[config.mk]
export PLATFORM = sky130hd
export DESIGN_NAME = fetch_ir_unit
export DESIGN_NICKNAME = d
export VERILOG_FILES = /design/src/rtl/fetch_ir_unit.sv
export SDC_FILE = /design/constraint.sdc
export NUM_CORES = 1
export LEC_CHECK = 0
export CORE_MARGIN = 3
export CORE_UTILIZATION = 43
export CTS_BUF_LIST = sky130_fd_sc_hd__clkbuf_2 sky130_fd_sc_hd__clkbuf_4 sky130_fd_sc_hd__clkbuf_8
export DETAILED_ROUTE_END_ITERATION = 10
export GPL_TIMING_DRIVEN = 0
export MAX_ROUTING_LAYER = met4
export PLACE_DENSITY = 0.89
export SYNTH_ARGS = -nofsm -noshare
export SYNTH_HDL_FRONTEND = slang
export SYNTH_SLANG_ARGS = --single-unit
[constraint.sdc]
create_clock -name clk -period 3.1 [get_ports clk]
set_input_delay 0.62 -clock clk [delete_from_list [all_inputs] [get_ports clk]]
set_output_delay 0.62 -clock clk [all_outputs]
set_load 0.005 [all_outputs]
[src/rtl/fetch_ir_unit.sv]
// ============================================================================
// Module   : fetch_ir_unit
// Purpose  : PC / IR / DR owner with request-ready instruction fetch and decode.
//            Optional FETCH_TIMEOUT_EN macro adds a per-fetch timeout (NOP + sticky fetch_err).
// Revision : 1.0
// ============================================================================
`default_nettype none

module fetch_ir_unit #(
  parameter int               WIDTH    = 32,
  parameter logic [WIDTH-1:0] RESET_PC = '0,
  parameter int               TIMEOUT  = 16
) (
  input  logic             clk,
  input  logic             reset,
  input  logic             irwrite,
  input  logic             pcen,
  input  logic [1:0]       pcsrc,
  input  logic             iord,
  input  logic [WIDTH-1:0] aluresult,
  input  logic [WIDTH-1:0] aluout,
  input  logic [WIDTH-1:0] memrdata,
  input  logic             memready,
  output logic             memreq,
  output logic [WIDTH-1:0] memaddr,
  output logic [WIDTH-1:0] pc,
  output logic [31:0]      instr,
  output logic [WIDTH-1:0] dr,
  output logic [5:0]       op,
  output logic [5:0]       funct,
  output logic [4:0]       rs,
  output logic [4:0]       rt,
  output logic [4:0]       rd,
  output logic [15:0]      imm,
  output logic             stall,
  output logic             ir_valid,
  output logic             fetch_err
);

  localparam logic [0:0] S_IDLE = 1'b0;
  localparam logic [0:0] S_WAIT = 1'b1;

  logic [0:0]       state_q, state_d;
  logic [WIDTH-1:0] pc_q, pc_d;
  logic [31:0]      instr_q, instr_d;
  logic [WIDTH-1:0] dr_q, dr_d;
  logic             ir_valid_q, ir_valid_d;
  logic             w_load_ir;
  logic             w_timeout;
  logic             w_stall;

  // ---------------------------------------------------------------- FSM
  always_ff @(posedge clk or negedge reset) begin
    if (!reset) begin
      state_q <= S_IDLE;
    end else begin
      state_q <= state_d;
    end
  end

  always_comb begin
    state_d = state_q;
    case (state_q)
      S_IDLE:  if (irwrite && !memready) state_d = S_WAIT;
      S_WAIT:  if (memready || w_timeout) state_d = S_IDLE;
      default: state_d = S_IDLE;
    endcase
  end

  // Gated by reset so outputs read as idle while reset is held.
  always_comb begin
    w_stall   = reset && ((state_q == S_WAIT) || irwrite);
    w_load_ir = memready && ((state_q == S_WAIT) || irwrite);
    memreq    = w_stall;
    stall     = w_stall;
  end

  // ---------------------------------------------------------------- timeout
`ifdef FETCH_TIMEOUT_EN
  localparam int CW = (TIMEOUT > 2) ? $clog2(TIMEOUT) : 1;

  logic [CW-1:0] wcnt_q, wcnt_d;
  logic          fetch_err_q, fetch_err_d;

  assign w_timeout = (state_q == S_WAIT) && !memready && (wcnt_q == CW'(TIMEOUT - 1));

  always_comb begin
    wcnt_d      = wcnt_q;
    fetch_err_d = fetch_err_q | w_timeout;
    if (state_q == S_IDLE) begin
      wcnt_d = '0;
    end else if (!memready) begin
      wcnt_d = wcnt_q + CW'(1);
    end
  end

  always_ff @(posedge clk or negedge reset) begin
    if (!reset) begin
      wcnt_q      <= '0;
      fetch_err_q <= 1'b0;
    end else begin
      wcnt_q      <= wcnt_d;
      fetch_err_q <= fetch_err_d;
    end
  end

  assign fetch_err = fetch_err_q;
`else
  logic unused_timeout;

  assign w_timeout      = 1'b0;
  assign fetch_err      = 1'b0;
  assign unused_timeout = (TIMEOUT < 2);
`endif

  // ---------------------------------------------------------------- datapath
  always_comb begin
    instr_d    = instr_q;
    ir_valid_d = w_load_ir | w_timeout;
    if (w_load_ir) begin
      instr_d = memrdata[31:0];
    end else if (w_timeout) begin
      instr_d = 32'h0;
    end
  end

  always_comb begin
    dr_d = dr_q;
    if (memready && (state_q == S_IDLE) && !irwrite) begin
      dr_d = memrdata;
    end
  end

  // A PC write during a stall is dropped; the controller re-issues it.
  always_comb begin
    pc_d = pc_q;
    if (pcen && !w_stall) begin
      case (pcsrc)
        2'b00:   pc_d = aluresult;
        2'b01:   pc_d = aluout;
        2'b10:   pc_d = {pc_q[WIDTH-1:28], instr_q[25:0], 2'b00};
        default: pc_d = pc_q;
      endcase
    end
  end

  always_ff @(posedge clk or negedge reset) begin
    if (!reset) begin
      pc_q       <= RESET_PC;
      instr_q    <= 32'h0;
      dr_q       <= '0;
      ir_valid_q <= 1'b0;
    end else begin
      pc_q       <= pc_d;
      instr_q    <= instr_d;
      dr_q       <= dr_d;
      ir_valid_q <= ir_valid_d;
    end
  end

  assign memaddr  = iord ? aluout : pc_q;
  assign pc       = pc_q;
  assign instr    = instr_q;
  assign dr       = dr_q;
  assign ir_valid = ir_valid_q;
  assign op       = instr_q[31:26];
  assign rs       = instr_q[25:21];
  assign rt       = instr_q[20:16];
  assign rd       = instr_q[15:11];
  assign funct    = instr_q[5:0];
  assign imm      = instr_q[15:0];

endmodule

`default_nettype wire
---- Word-level counts from Yosys, hierarchy flattened ----
Cells that the tools add are included.
word-level totals
  flip-flop bits (word level) ............. 98
  output and inout port bits .............. 175
  logic and storage cells ................. 30
cells by class
  eq/ne operators ......................... 2
  mux-type cells .......................... 5
  bitwise gates (word level) .............. 2
  reductions and logical operators ........ 15
operators with widths
  kind                                                              number
  32-bit case mux with 3 select lines                               1
  32-bit 2-to-1 mux                                                 1
  1-bit logical AND                                                 6
  1-bit logical NOT                                                 3
  3-bit AND reduction                                               1
  3-bit nonzero test                                                1
  2-bit by 1-bit == test with 1-bit output (second input constant)  1
  2-bit == test (second input constant)                             1
  2-bit logical NOT                                                 1
  1-bit 2-to-1 mux                                                  2
  1-bit inverter                                                    2
  1-bit case mux with 2 select lines                                1
  2-bit AND reduction                                               1
  2-bit nonzero test                                                1
  1-bit logical OR                                                  1

---- Longest topological paths before layout ----
  word-level depth ........................ 5
  gate-level depth with buffers ........... 7
  depth with buffers taken out ............ 5

---- Least setup slack after synthesis ----
No wires, ideal clock.
  path type ............................... input port to output port
  from .................................... input port iord
  to ...................................... output port memaddr[10]
  arrival ................................. 1.513 ns
  slack ................................... 0.967 ns
  stages on the path ...................... 3
  path buffers ............................ 2
  cells stage by stage .................... clkbuf_1 > buf_1 > mux2_2
on the way
  longest elaborated chain between the ends .. 1
ends and longest elaborated chain
  item               RTL line  source
  start, declared    19        input logic iord,
  32-bit 2-to-1 mux  161       assign memaddr = iord ? aluout : pc_q;
  end, declared      25        output logic [WIDTH-1:0] memaddr,
No other way between the ends.

---- Final worst setup path ----
  from .................................... input port iord
  to ...................................... output port memaddr[24]
The elaborated chain is that of the path after synthesis.

==> results by group <==
Yosys
  • Seq/Total Area, Yosys: 49.42%
  • Synth cell types: 23
  • Synth Area in XOR/XNOR: 0%
  • YS warnings: 0
  • Largest family of logic cells by synthesized area: multiplexers
  • Synth Net Count: 511
  • Compound-Gate Fraction of Synth Area: 8.220%
  • Multiplexer area fraction after synthesis: 28.59%
  • Simple-gate area share of the yosys netlist: 2.975%
  • Post-Syn Area: 0.004962 mm²
  • Synthesized flop and latch total: 98
  • Synthesized area per cell: 12.31 µm²
  • Cells after Synth: 403
  • Adder-cell share of the synthesized area: 1.009%

Power
  • Share of power burned in registers: 41.0%
  • Tot Pwr: 4.237 mW
  • Peak VDD IR: 0.3245 mV
  • Clk pwr share: 18.5%
  • Sw Share: 27.84%
  • Comb power frac: 40.4%
  • Sw power: 1.179 mW
  • Leak: 3.380 nW
  • Cell Pwr Density: 522.5 mW/mm²
  • Int Power: 3.058 mW

Clocking
  • Setup bufs post-CTS: 0
  • CTS tree: done
  • H-tree levels: 3
  • Clock buffer depth: 2
  • Number of buffers created by CTS: 9
  • Clk_lat worst skew: 0.36 ns
  • Clock-pin slew on the worst setup and hold paths: 0.09 ns
  • Root buffer cell: clkbuf_8
  • Hold_buf cts: 0
  • # resized after CTS: 0
  • Sink Count: 98

Route
  • Routed WL: 16740 µm
  • DR pass1 iterations: 4
  • Vias post-DR: 4337
  • Initial DRC count: 161
  • DRC viols: 0
  • Vias per cell: 5.188
  • Drt wl/cell: 20.03 µm
  • Post-route ant nets: 0

Timing
  • Clk_skew: 0.006305 ns
  • Final slew viol count: 0
  • RSZ-0062 raised after global routing: false
  • Tcrit/Tclk final: 96.01%
  • Slew @ Worst Pin: 0.7641 ns
  • TNS Setup: 0 ns
  • Relative slew margins: 49.06%
  • Fin crit period: 2.976 ns
  • Fmax achieved: 336.0 MHz
  • Final setup violation count: 0
  • Final hold violation count: 0

Run
  • Maximum Capacitance Violations: 0

Global route
  • Largest net degree at the start of global routing: 55
  • First-pass GRT wire length: 25680 µm
  • Total track usage: 26.42%
  • Vias in the first global route: 4746
  • Initial antenna violation count: 0
  • Total gr overflow: 0

Finish
  • Fin nets: 799
  • Share of layout cells above drive strength 1: 27.73%
  • Final Cell Area: 0.008110 mm²
  • Commonest non-fill, non-tap cell in the layout: clkdlybuf4s50_1
  • Layout area overhead: 63.44%
  • Fin cells: 836
  • Ant. Diodes: 0
  • Most frequent cells in the layout: 275 x clkdlybuf4s50_1, 119 x mux2_2, 98 x dfrtp_1, 47 x buf_4, 29 x nor2_1

Floorplan
  • IO Count: 279
  • Die area: 0.01287 mm²
  • Die width: 113.4 µm
  • Die height: 113.4 µm
  • Core ar.: 0.01108 mm²
  • Row count: 38
  • Starting Density: 44.79%

Worst setup path
  • Setup CP Type: in -> out
  • Worst-path fanout max: 10
  • Critical Path AT: 2.36 ns
  • CP Capture Type: output port
  • R2r setup slk: 1.31 ns
  • CP required: 2.48 ns
  • CP Launch Type: primary input

Placement
  • Final Wtd Congestion: 0.8431
  • Port buffer count: 276
  • Cell Area, Placed: 0.007925 mm²
  • Detailed Place HPWL: 13150 µm
  • Placed instance count: 820

Run status
  • Status: finished clean

Min path
  • Hold WC Path Type: in -> async
final timing paths:
path / from / end / cells past startpoint
worst min register to register: dr[2] / dr[2] / 1
worst max register to register: state_q / dr[12] / 5
worst min-delay path: reset / state_q / 1
worst max-delay path: iord / memaddr[24] / 4
min in group clk: dr[2] / dr[2] / 1
max in group asynchronous: reset / instr[17] / 2
per-stage QoR:
stage	setup slack, ns	util [%]	hold WS, ns
2_1_floorplan	0.9672	-	0.3244
3_3_place_gp	-2.999	71.31	0.4721
3_5_place_dp	0.1183	71.54	0.4774
4_1_cts	0.1081	73.21	0.2745
5_1_grt	0.04148	73.21	0.2941
6_report	0.1237	73.21	0.2599
worst max-delay path: stages:
cell	delay, ns
clkbuf_1	0.22
buf_1	0.62
mux2_2	0.41
clkdlybuf4s50_1	0.48
layout make-up:
cell class,count,area [µm²]
plain buffers,72,466.7
clock buffers,12,158.9
clock inverters,4,26.28
fillers,765,2968
inverters,4,15.01
multi-input cells,229,2028
flip-flops and latches,98,2452
well taps,140,175.2
repair buffers,277,2788
cells in the mapped netlist:
| master | n | share of area [%] |
|---|---|---|
| mux2_2 | 119 | 27 |
| dfrtp_1 | 98 | 49 |
| buf_4 | 46 | 7.0 |
| nor2_1 | 29 | 2.2 |
| a22oi_1 | 28 | 4.2 |
| a21oi_1 | 26 | 2.6 |
| clkbuf_1 | 13 | 0.98 |
| buf_2 | 7 | 0.71 |
| mux2_1 | 7 | 1.6 |
| a22o_1 | 4 | 0.71 |
| buf_1 | 4 | 0.30 |
| ha_1 | 4 | 1.0 |
| inv_1 | 4 | 0.30 |
| o21ai_0 | 4 | 0.40 |
| buf_6 | 2 | 0.45 |
| and2_0 | 1 | 0.13 |
| and2_1 | 1 | 0.13 |
| conb_1 | 1 | 0.076 |
| nand2b_1 | 1 | 0.13 |
| o21a_1 | 1 | 0.15 |
| o21ai_1 | 1 | 0.10 |
| or2_1 | 1 | 0.13 |
| or4b_4 | 1 | 0.28 |
metal layers:
layer  track usage (%)  share of wire, %  vias to the layer above
met5                 -                 0                        -
met4             9.535               2.7                        0
met3             5.146               6.9                       32
met2             47.24                53                      202
met1             29.35                38                     2140
li1                  -                 -                     1963
flip-flops by register name (all words and copies together) (netlist names):
signal	flops
pc	32
dr	32
ir_valid	1
state_q	1
instr	32
power by group through the flow:
stage                     registers [mW]  clock network (mW)  logic (mW)
final                               1.74               0.786        1.71
after CTS                           1.74               0.799        1.74
after detailed placement            1.76                   0        1.73
after global routing                1.77               0.846        1.83
after global placement              1.74                   0        1.68
after floorplan                     1.73                   0       0.582
cell families (layout without fill, tap and decap cells):
| logic type | Yosys count | after routing |
|---|---|---|
| mux | 126 | 126 |
| buf+inv | 76 | 369 |
| other cells | 1 | 1 |
| flops | 98 | 98 |
| compound gates | 64 | 64 |
| simple gates | 34 | 34 |
| fa+ha+maj | 4 | 4 |
Note: power is estimated with default switching activity, not from simulation.
